`src/rtl/seg_pattern_reader_if.sv`:
```
// Sample, output-buffer and error-statistics signals of seg_pattern_reader.
// The master modport is the reader itself; slave is the source/consumer side.
interface seg_pattern_reader_if #(
  parameter int ERR_CNT_W = 8
);
  logic [6:0]           seg_in;
  logic                 seg_valid;
  logic [3:0]           code_out;
  logic                 code_invalid;
  logic                 out_valid;
  logic                 out_ready;
  logic                 overflow;
  logic [ERR_CNT_W-1:0] err_count;
  logic                 clr_err;

  modport master (
    input  seg_in, seg_valid, out_ready, clr_err,
    output code_out, code_invalid, out_valid, overflow, err_count
  );

  modport slave (
    output seg_in, seg_valid, out_ready, clr_err,
    input  code_out, code_invalid, out_valid, overflow, err_count
  );
endinterface

```
`src/rtl/seg_pattern_reader.sv`:
```
// Debounced active-low 7-segment pattern reader with a one-entry output buffer.
// Define SEG_READER_HEX_EN to accept the hex glyphs 8..F as well as 0..7.
module seg_pattern_reader #(
  parameter int STABLE_CNT = 3,
  parameter int ERR_CNT_W  = 8
) (
  input  logic                  clk,
  input  logic                  rst_n,
  seg_pattern_reader_if.master  bus
);

  typedef enum logic [1:0] {IDLE, TRACK, LOCKED} state_t;

  localparam logic [4:0] STABLE = 5'(STABLE_CNT);

  state_t               state_p0;
  logic [6:0]           cand_p0;
  logic [3:0]           cnt_p0;
  logic [3:0]           code_p1;
  logic                 inv_p1;
  logic                 vld_p1;
  logic                 ovf_p1;
  logic [ERR_CNT_W-1:0] err_p1;

  logic                 match;
  logic                 emit;
  logic                 slot_free;
  logic [4:0]           dec;

  // Returns {invalid, code}; unknown glyphs decode to code 0.
  function automatic logic [4:0] decode(input logic [6:0] s);
    logic [4:0] r;
    case (s)
      7'h40:   r = 5'h00;
      7'h79:   r = 5'h01;
      7'h24:   r = 5'h02;
      7'h30:   r = 5'h03;
      7'h19:   r = 5'h04;
      7'h12:   r = 5'h05;
      7'h02:   r = 5'h06;
      7'h78:   r = 5'h07;
`ifdef SEG_READER_HEX_EN
      7'h00:   r = 5'h08;
      7'h10:   r = 5'h09;
      7'h08:   r = 5'h0A;
      7'h03:   r = 5'h0B;
      7'h46:   r = 5'h0C;
      7'h21:   r = 5'h0D;
      7'h06:   r = 5'h0E;
      7'h0E:   r = 5'h0F;
`endif
      default: r = 5'h10;
    endcase
    return r;
  endfunction

  function automatic logic [ERR_CNT_W-1:0] sat_inc(input logic [ERR_CNT_W-1:0] v);
    return (&v) ? v : v + {{(ERR_CNT_W-1){1'b0}}, 1'b1};
  endfunction

  // Stage 0: debounce decision on the incoming sample
  always_comb begin
    match = (bus.seg_in == cand_p0);
    emit  = 1'b0;
    if (bus.seg_valid) begin
      case (state_p0)
        IDLE:    emit = (STABLE == 5'd1);
        TRACK:   emit = match ? (({1'b0, cnt_p0} + 5'd1) == STABLE) : (STABLE == 5'd1);
        LOCKED:  emit = !match && (STABLE == 5'd1);
        default: emit = 1'b0;
      endcase
    end
    dec       = decode(bus.seg_in);
    slot_free = !vld_p1 || bus.out_ready;
  end

  // Stage 1: tracker state, output buffer and statistics
  always_ff @(posedge clk) begin
    if (!rst_n) begin
      state_p0 <= IDLE;
      cand_p0  <= '0;
      cnt_p0   <= '0;
      code_p1  <= '0;
      inv_p1   <= 1'b0;
      vld_p1   <= 1'b0;
      ovf_p1   <= 1'b0;
      err_p1   <= '0;
    end else begin
      if (bus.seg_valid) begin
        case (state_p0)
          IDLE: begin
            cand_p0  <= bus.seg_in;
            cnt_p0   <= 4'd1;
            state_p0 <= emit ? LOCKED : TRACK;
          end
          TRACK: begin
            cand_p0  <= bus.seg_in;
            cnt_p0   <= match ? cnt_p0 + 4'd1 : 4'd1;
            state_p0 <= emit ? LOCKED : TRACK;
          end
          LOCKED: begin
            if (!match) begin
              cand_p0  <= bus.seg_in;
              cnt_p0   <= 4'd1;
              state_p0 <= emit ? LOCKED : TRACK;
            end
          end
          default: state_p0 <= IDLE;
        endcase
      end

      if (emit && slot_free) begin
        code_p1 <= dec[3:0];
        inv_p1  <= dec[4];
        vld_p1  <= 1'b1;
      end else if (vld_p1 && bus.out_ready) begin
        vld_p1  <= 1'b0;
      end

      // A clear beats a same-cycle increment or overflow.
      if (bus.clr_err) begin
        err_p1 <= '0;
        ovf_p1 <= 1'b0;
      end else begin
        if (emit && dec[4])     err_p1 <= sat_inc(err_p1);
        if (emit && !slot_free) ovf_p1 <= 1'b1;
      end
    end
  end

  assign bus.code_out     = code_p1;
  assign bus.code_invalid = inv_p1;
  assign bus.out_valid    = vld_p1;
  assign bus.overflow     = ovf_p1;
  assign bus.err_count    = err_p1;

endmodule

```
`src/flat_wrapper.sv`:
```
// flat-port wrapper written by rule: the top's interface ports become plain ports
module seg_pattern_reader_flat 
#(
  parameter int STABLE_CNT = 3,
  parameter int ERR_CNT_W  = 8
)
  (clk, rst_n, bus_seg_in, bus_seg_valid, bus_out_ready, bus_clr_err, bus_code_out, bus_code_invalid, bus_out_valid, bus_overflow, bus_err_count);
  seg_pattern_reader_if #(.ERR_CNT_W(ERR_CNT_W)) bus_i ();
  input  logic clk;
  input  logic rst_n;
  input wire logic [$bits(bus_i.seg_in)-1:0] bus_seg_in;
  input wire logic [$bits(bus_i.seg_valid)-1:0] bus_seg_valid;
  input wire logic [$bits(bus_i.out_ready)-1:0] bus_out_ready;
  input wire logic [$bits(bus_i.clr_err)-1:0] bus_clr_err;
  output wire logic [$bits(bus_i.code_out)-1:0] bus_code_out;
  output wire logic [$bits(bus_i.code_invalid)-1:0] bus_code_invalid;
  output wire logic [$bits(bus_i.out_valid)-1:0] bus_out_valid;
  output wire logic [$bits(bus_i.overflow)-1:0] bus_overflow;
  output wire logic [$bits(bus_i.err_count)-1:0] bus_err_count;
  assign bus_i.seg_in = bus_seg_in;
  assign bus_i.seg_valid = bus_seg_valid;
  assign bus_i.out_ready = bus_out_ready;
  assign bus_i.clr_err = bus_clr_err;
  assign bus_code_out = bus_i.code_out;
  assign bus_code_invalid = bus_i.code_invalid;
  assign bus_out_valid = bus_i.out_valid;
  assign bus_overflow = bus_i.overflow;
  assign bus_err_count = bus_i.err_count;
  seg_pattern_reader #(.STABLE_CNT(STABLE_CNT), .ERR_CNT_W(ERR_CNT_W)) u_core (.clk(clk), .rst_n(rst_n), .bus(bus_i));
endmodule
```
`config.mk`:
```
export PLATFORM = sky130hd
export DESIGN_NAME = seg_pattern_reader_flat
export DESIGN_NICKNAME = d
export VERILOG_FILES = /design/src/rtl/seg_pattern_reader_if.sv /design/src/rtl/seg_pattern_reader.sv /design/src/flat_wrapper.sv
export SDC_FILE = /design/constraint.sdc
export NUM_CORES = 1
export LEC_CHECK = 0
export CORE_ASPECT_RATIO = 0.8
export CORE_MARGIN = 2
export CORE_UTILIZATION = 50
export CTS_CLUSTER_DIAMETER = 200
export DETAILED_ROUTE_END_ITERATION = 6
export PLACE_DENSITY = 0.73
export SKIP_LAST_GASP = 1
export SLEW_MARGIN = 20
export SYNTH_ARGS = -nofsm -noshare
export SYNTH_HDL_FRONTEND = slang
export SYNTH_SLANG_ARGS = --single-unit
```
`constraint.sdc`:
```
create_clock -name clk -period 2.9 [get_ports clk]
set_input_delay 0.58 -clock clk [delete_from_list [all_inputs] [get_ports clk]]
set_output_delay 0.58 -clock clk [all_outputs]
set_load 0.05 [all_outputs]
```
; Word-level counts from Yosys, hierarchy flattened
; Index checks and enable logic that the tools add are counted.
[op_classes]
addsub = 3
mul = 0
div = 0
magnitude_cmp = 0
n_eq_ne = 13
n_shift = 0
muxes = 14
bitwise_logic = 2
n_reduce_logical = 18
[op_table]
columns = operator, n
row1 = one-hot mux 5 bit (8 select lines), 1
row2 = == test 7 bit (second input constant), 3
row3 = == test 7 x 5 -> 1 bit (second input constant), 2
row4 = == test 7 x 6 -> 1 bit (second input constant), 2
row5 = one-hot mux 7 bit (2 select lines), 1
row6 = one-hot mux 4 bit (3 select lines), 1
row7 = adder 8 x 1 -> 8 bit (second input constant), 1
row8 = 2-to-1 mux 4 bit, 2
row9 = AND reduction 8 bit, 1
row10 = == test 7 x 2 -> 1 bit (second input constant), 1
row11 = == test 7 bit, 1
row12 = 2-to-1 mux 7 bit, 1
row13 = AND reduction 3 bit, 2
row14 = adder 4 x 1 -> 5 bit (second input constant), 1
row15 = == test 5 x 2 -> 1 bit (second input constant), 1
row16 = 2-to-1 mux 1 bit, 5
row17 = adder 4 x 1 -> 4 bit (second input constant), 1
row18 = logical AND 1 bit, 4
row19 = 2-to-1 mux 2 bit, 2
row20 = one-hot mux 2 bit (2 select lines), 1
row21 = AND reduction 2 bit, 2
row22 = nonzero test 2 bit, 2
row23 = OR reduction 2 bit, 2
row24 = nonzero test 3 bit, 1
row25 = 7 further kinds, 9
[word_totals]
reg_bits = 28
latchBits = 0
mem_bits_rw = 0
romBits = 0
inputBits = 12
out_inout_bits = 15
elab_cells = 58
mem_count = 0

; Logic depth before layout (Yosys ltp)
[logic_depth]
depth_word = 8
depth_mapped = 7
depth_no_buf = 6

; Worst setup path before layout
; OpenSTA, ideal clock, no wires.
[synth_timing]
path_kind = input-to-reg
startpoint = in bus_seg_in[0]
endpoint = reg u_core.err_p1[4], in the netlist u_core.bus.err_count[4]
setup_time_ns = 0.070
t_arrival_ns = 2.198
required_ns = 2.830
path_slack_ns = 0.632
stages = 6
n_path_buf = 1
cell_sequence = buf_6 > xnor2_4 > nand4_4 > or4_4 > or4_1 > a21oi_1
[synth_between]
elab_chain_cells = 6
elab_cells_between_ends = 15
cone_classes = eq/ne (9) / mux (4) / reduce/logical (2)
[synth_rtl]
columns = element, line
row1 = from (decl), flat_wrapper.sv:11  ; input wire logic [$bits(bus_i.seg_in)-1:0] bus_seg_in;
row2 = == test 7 bit, seg_pattern_reader.sv:63  ; match = (bus.seg_in == cand_p0);
row3 = 2-to-1 mux 1 bit, seg_pattern_reader.sv:68  ; TRACK: emit = match ? (({1'b0, cnt_p0} + 5'd1) == STABLE) : (STABLE == 5'd1);
row4 = 2-to-1 mux 1 bit, seg_pattern_reader.sv:66  ; case (state_p0)
row5 = 2-to-1 mux 1 bit, seg_pattern_reader.sv:65  ; if (bus.seg_valid) begin
row6 = logical AND 1 bit (*), seg_pattern_reader.sv:125  ; if (emit && dec[4]) err_p1 <= sat_inc(err_p1);
row7 = AND reduction 2 bit (no source line) (*), --
row8 = to (signal assigned), seg_pattern_reader.sv:125
row9 = to (decl), seg_pattern_reader.sv:23  ; logic [ERR_CNT_W-1:0] err_p1;
; Every way passes the cells marked *; elsewhere a longest branch is shown, timed or not.
; A chain may end at the register's enable or synchronous reset.

; Worst setup path in the final report
[layout_timing]
startpoint = in bus_seg_in[3]
endpoint = reg u_core.err_p1[4], in the netlist u_core.bus.err_count[4]
; The elaborated chain is that of the path after synthesis.

==> run summary <==
Worst-Skew Late Latency: 270 ps
P_leak: 0.7762 nW
Antenna Nets Post-Route: 0
worst-path fanout max: 7
io pins: 27
Synth area leaders: dfxtp_1 30%, mux2i_1 8.4%, nor2b_1 4.6%, nand2_1 3.8%, nand4_1 3.2%
Worst Setup End Kind: flop
CTS Hold Bufs: 0
M1 WL: 1863 um
top-count cell post-synth: dfxtp_1
initial antenna violation count: 0
layout cell share with drive strength beyond 1: 12.39%
DRC: 0
Pre-antenna DRT Iters: 4
Fin Setup TNS: 0 ps
worst slew pin tran: 538.6 ps
number of diodes: 0
HP Class: flop to flop
Clock Power Share: 29.7%
P&R area growth vs syn: 21.14%
#FFs+latches synth: 27
CTS buffer count: 3
final hold viol count: 0
core area: 0.003423 mm2
via count: 1,586
Fill cells: 304
Post-Layout Cell Count: 276
internal power: 0.0005392 W
multiplexer area fraction after synthesis: 8.427%
met2 wire len: 1787 um
vias in the first global route: 1,429
Sw Share: 25.95%
sequential share of power: 53.2%
Min Clock Period, post-route: 2529 ps
die area: 0.004060 mm2
Main synth FF type: dfxtp_1
wire length of the first global-routing pass: 6492 um
CTS tree: yes
pin count of the biggest net entering global routing: 25
Worst Path Arrival: 2730 ps
Post-Synth Simple-Gate Area: 32.30%
max_slew headroom: 64.02%
EDFF count, synth: 0
fmax: 0.3954 GHz
Multi-input gate area: 0.001150 mm2
Total Routed Length: 3860 um
MaxCap Viol Count: 0
worst setup path class: primary input to flop
DR top layer: met4
largest family of logic cells by synthesized area: simple AND/OR/NAND/NOR gates
Final Wtd Congestion: 0.8484
total power: 0.0007281 W
post-synthesis cell count: 205
asr flop ratio synth: 0%
Rows: 19
# resized after CTS: 0
Peak VDD IR: 0.3398 mV
Yosys cell types: 51
Syn Nets: 220
All-Layer GR Usage: 19.78%
Final Skew: 2.445 ps
clock-pin slew on the worst setup and hold paths: 90 ps
Placed Instances: 272
Root Driver: clkbuf_8
PortBufs: 25
setup violators final: 0
die width: 70.74 um
H-tree depth: 1
Crit path required time: 3100 ps
Sink Count: 27
clock buffer depth: 2
fin crit share: 87.20%
fin nets: 250
chip height: 57.39 um
max-slew violations: 0
DRT iter0 DRCs: 75
largest area contributor in the synthesized netlist: dfxtp_1
sequential cell area: 540.5 um2
Yosys Warn Count: 0
total gr overflow: 0
WL met3: 164 um
Comb pwr share: 17.1%
RSZ-0062 raised after global routing: no
Synth Area per Inst: 8.691 um2
Synth top area share: 30.34%
DR WL/cell: 13.99 um
Synth Area in Adders: 2.107%
sequential-to-total area share from yosys stat: 30.34%
most frequent cells after synthesis: 27 x dfxtp_1, 18 x nand2_1, 15 x mux2i_1
Post-DP HPWL: 2868 um
PwrDens: 337.4 mW/mm2
Starting Density: 52.05%
outcome: complete, no violations
sw power: 0.0001889 W
Synth Area in XOR/XNOR: 7.865%
Post-CTS Setup Repair Bufs: 0
Synth Area in Compound Gates: 13.62%
Mapped Area: 0.001782 mm2
Worst setup SP type: primary input
vias per cell: 5.746
## layout make-up
type	instances	share of cell area, %
inverters	4	0.6957
well taps	42	2.435
clock buffers	4	2.087
multi-input cells	160	53.28
repair buffers	39	16.46
flip-flops and latches	27	25.04
## per-layer routing
metal	up-vias	GRT usage (%)
met2	27	30.97
met4	0	4.852
met3	7	4.770
li1	804	-
met5	-	0
met1	748	27.71
## final timing paths
path / start / endpoint / slack, ps / cells after the start
worst max-delay path: bus_seg_in[3] / u_core.bus.err_count[4]$_SDFFE_PP0P_ / 370 / 6
worst min-delay path: u_core.bus.code_out[0]$_SDFFE_PN0P_ / u_core.bus.code_out[0]$_SDFFE_PN0P_ / 470 / 2
worst max register to register: u_core.cnt_p0[0]$_SDFFE_PN0P_ / u_core.bus.err_count[4]$_SDFFE_PP0P_ / 650 / 6
worst min register to register: u_core.bus.code_out[0]$_SDFFE_PN0P_ / u_core.bus.code_out[0]$_SDFFE_PN0P_ / 470 / 2
## critical path, stage by stage
cell             delay [ps]
clkdlybuf4s50_1         660
xnor2_2                 160
nand3_2                  90
or4_4                   550
or4_1                   520
a21oi_1                 160
## layout by cell type, fill, tap and decap left out, types with 5 or more instances in the layout
cell,n
nand2_1,18
a21oi_1,7
nor2_1,12
clkdlybuf4s50_1,25
buf_4,14
nand4_1,9
dfxtp_1,27
nor2b_1,13
mux2i_1,15
o31ai_1,6
nand2b_1,7
xnor2_1,5
o21ai_0,6
## sequential cells by signal (all words and copies together), names as in the netlist
signal,count
u_core.bus.code_invalid,1
u_core.bus.code_out,3
u_core.bus.err_count,8
u_core.bus.out_valid,1
u_core.bus.overflow,1
u_core.cand_p0,7
u_core.cnt_p0,4
u_core.state_p0,2
## logic make-up after synthesis
kind of cell | Yosys count
and+or+nand+nor | 95
AOI/OAI and AO/OA | 36
DFF | 27
buffers and inverters | 18
muxes | 15
xor gates and xnor gates | 10
adders and majority gates | 3
other | 1
## through the flow
stage	instance area [um2]	hold slack (ps)	util (%)	setup slack, ps
after detailed placement	2113	454.9	61.73	106.5
after global routing	2158	497.3	63.05	235.1
after global placement	2113	448.0	61.73	132.5
final	2158	468.5	63.05	371.2
after floorplan	1782	504.0	-	631.8
after CTS	2158	477.4	63.05	386.6
## power by group through the flow
stage | Combinational (W) | Clock [W] | Sequential (W)
2_1_floorplan | 0.0000876 | 0 | 0.000395
3_3_place_gp | 0.000121 | 0 | 0.000396
3_5_place_dp | 0.000123 | 0 | 0.000396
4_1_cts | 0.000124 | 0.000225 | 0.000388
5_1_grt | 0.000135 | 0.000237 | 0.000389
6_report | 0.000124 | 0.000216 | 0.000388
(Power assumes the default switching activity.)
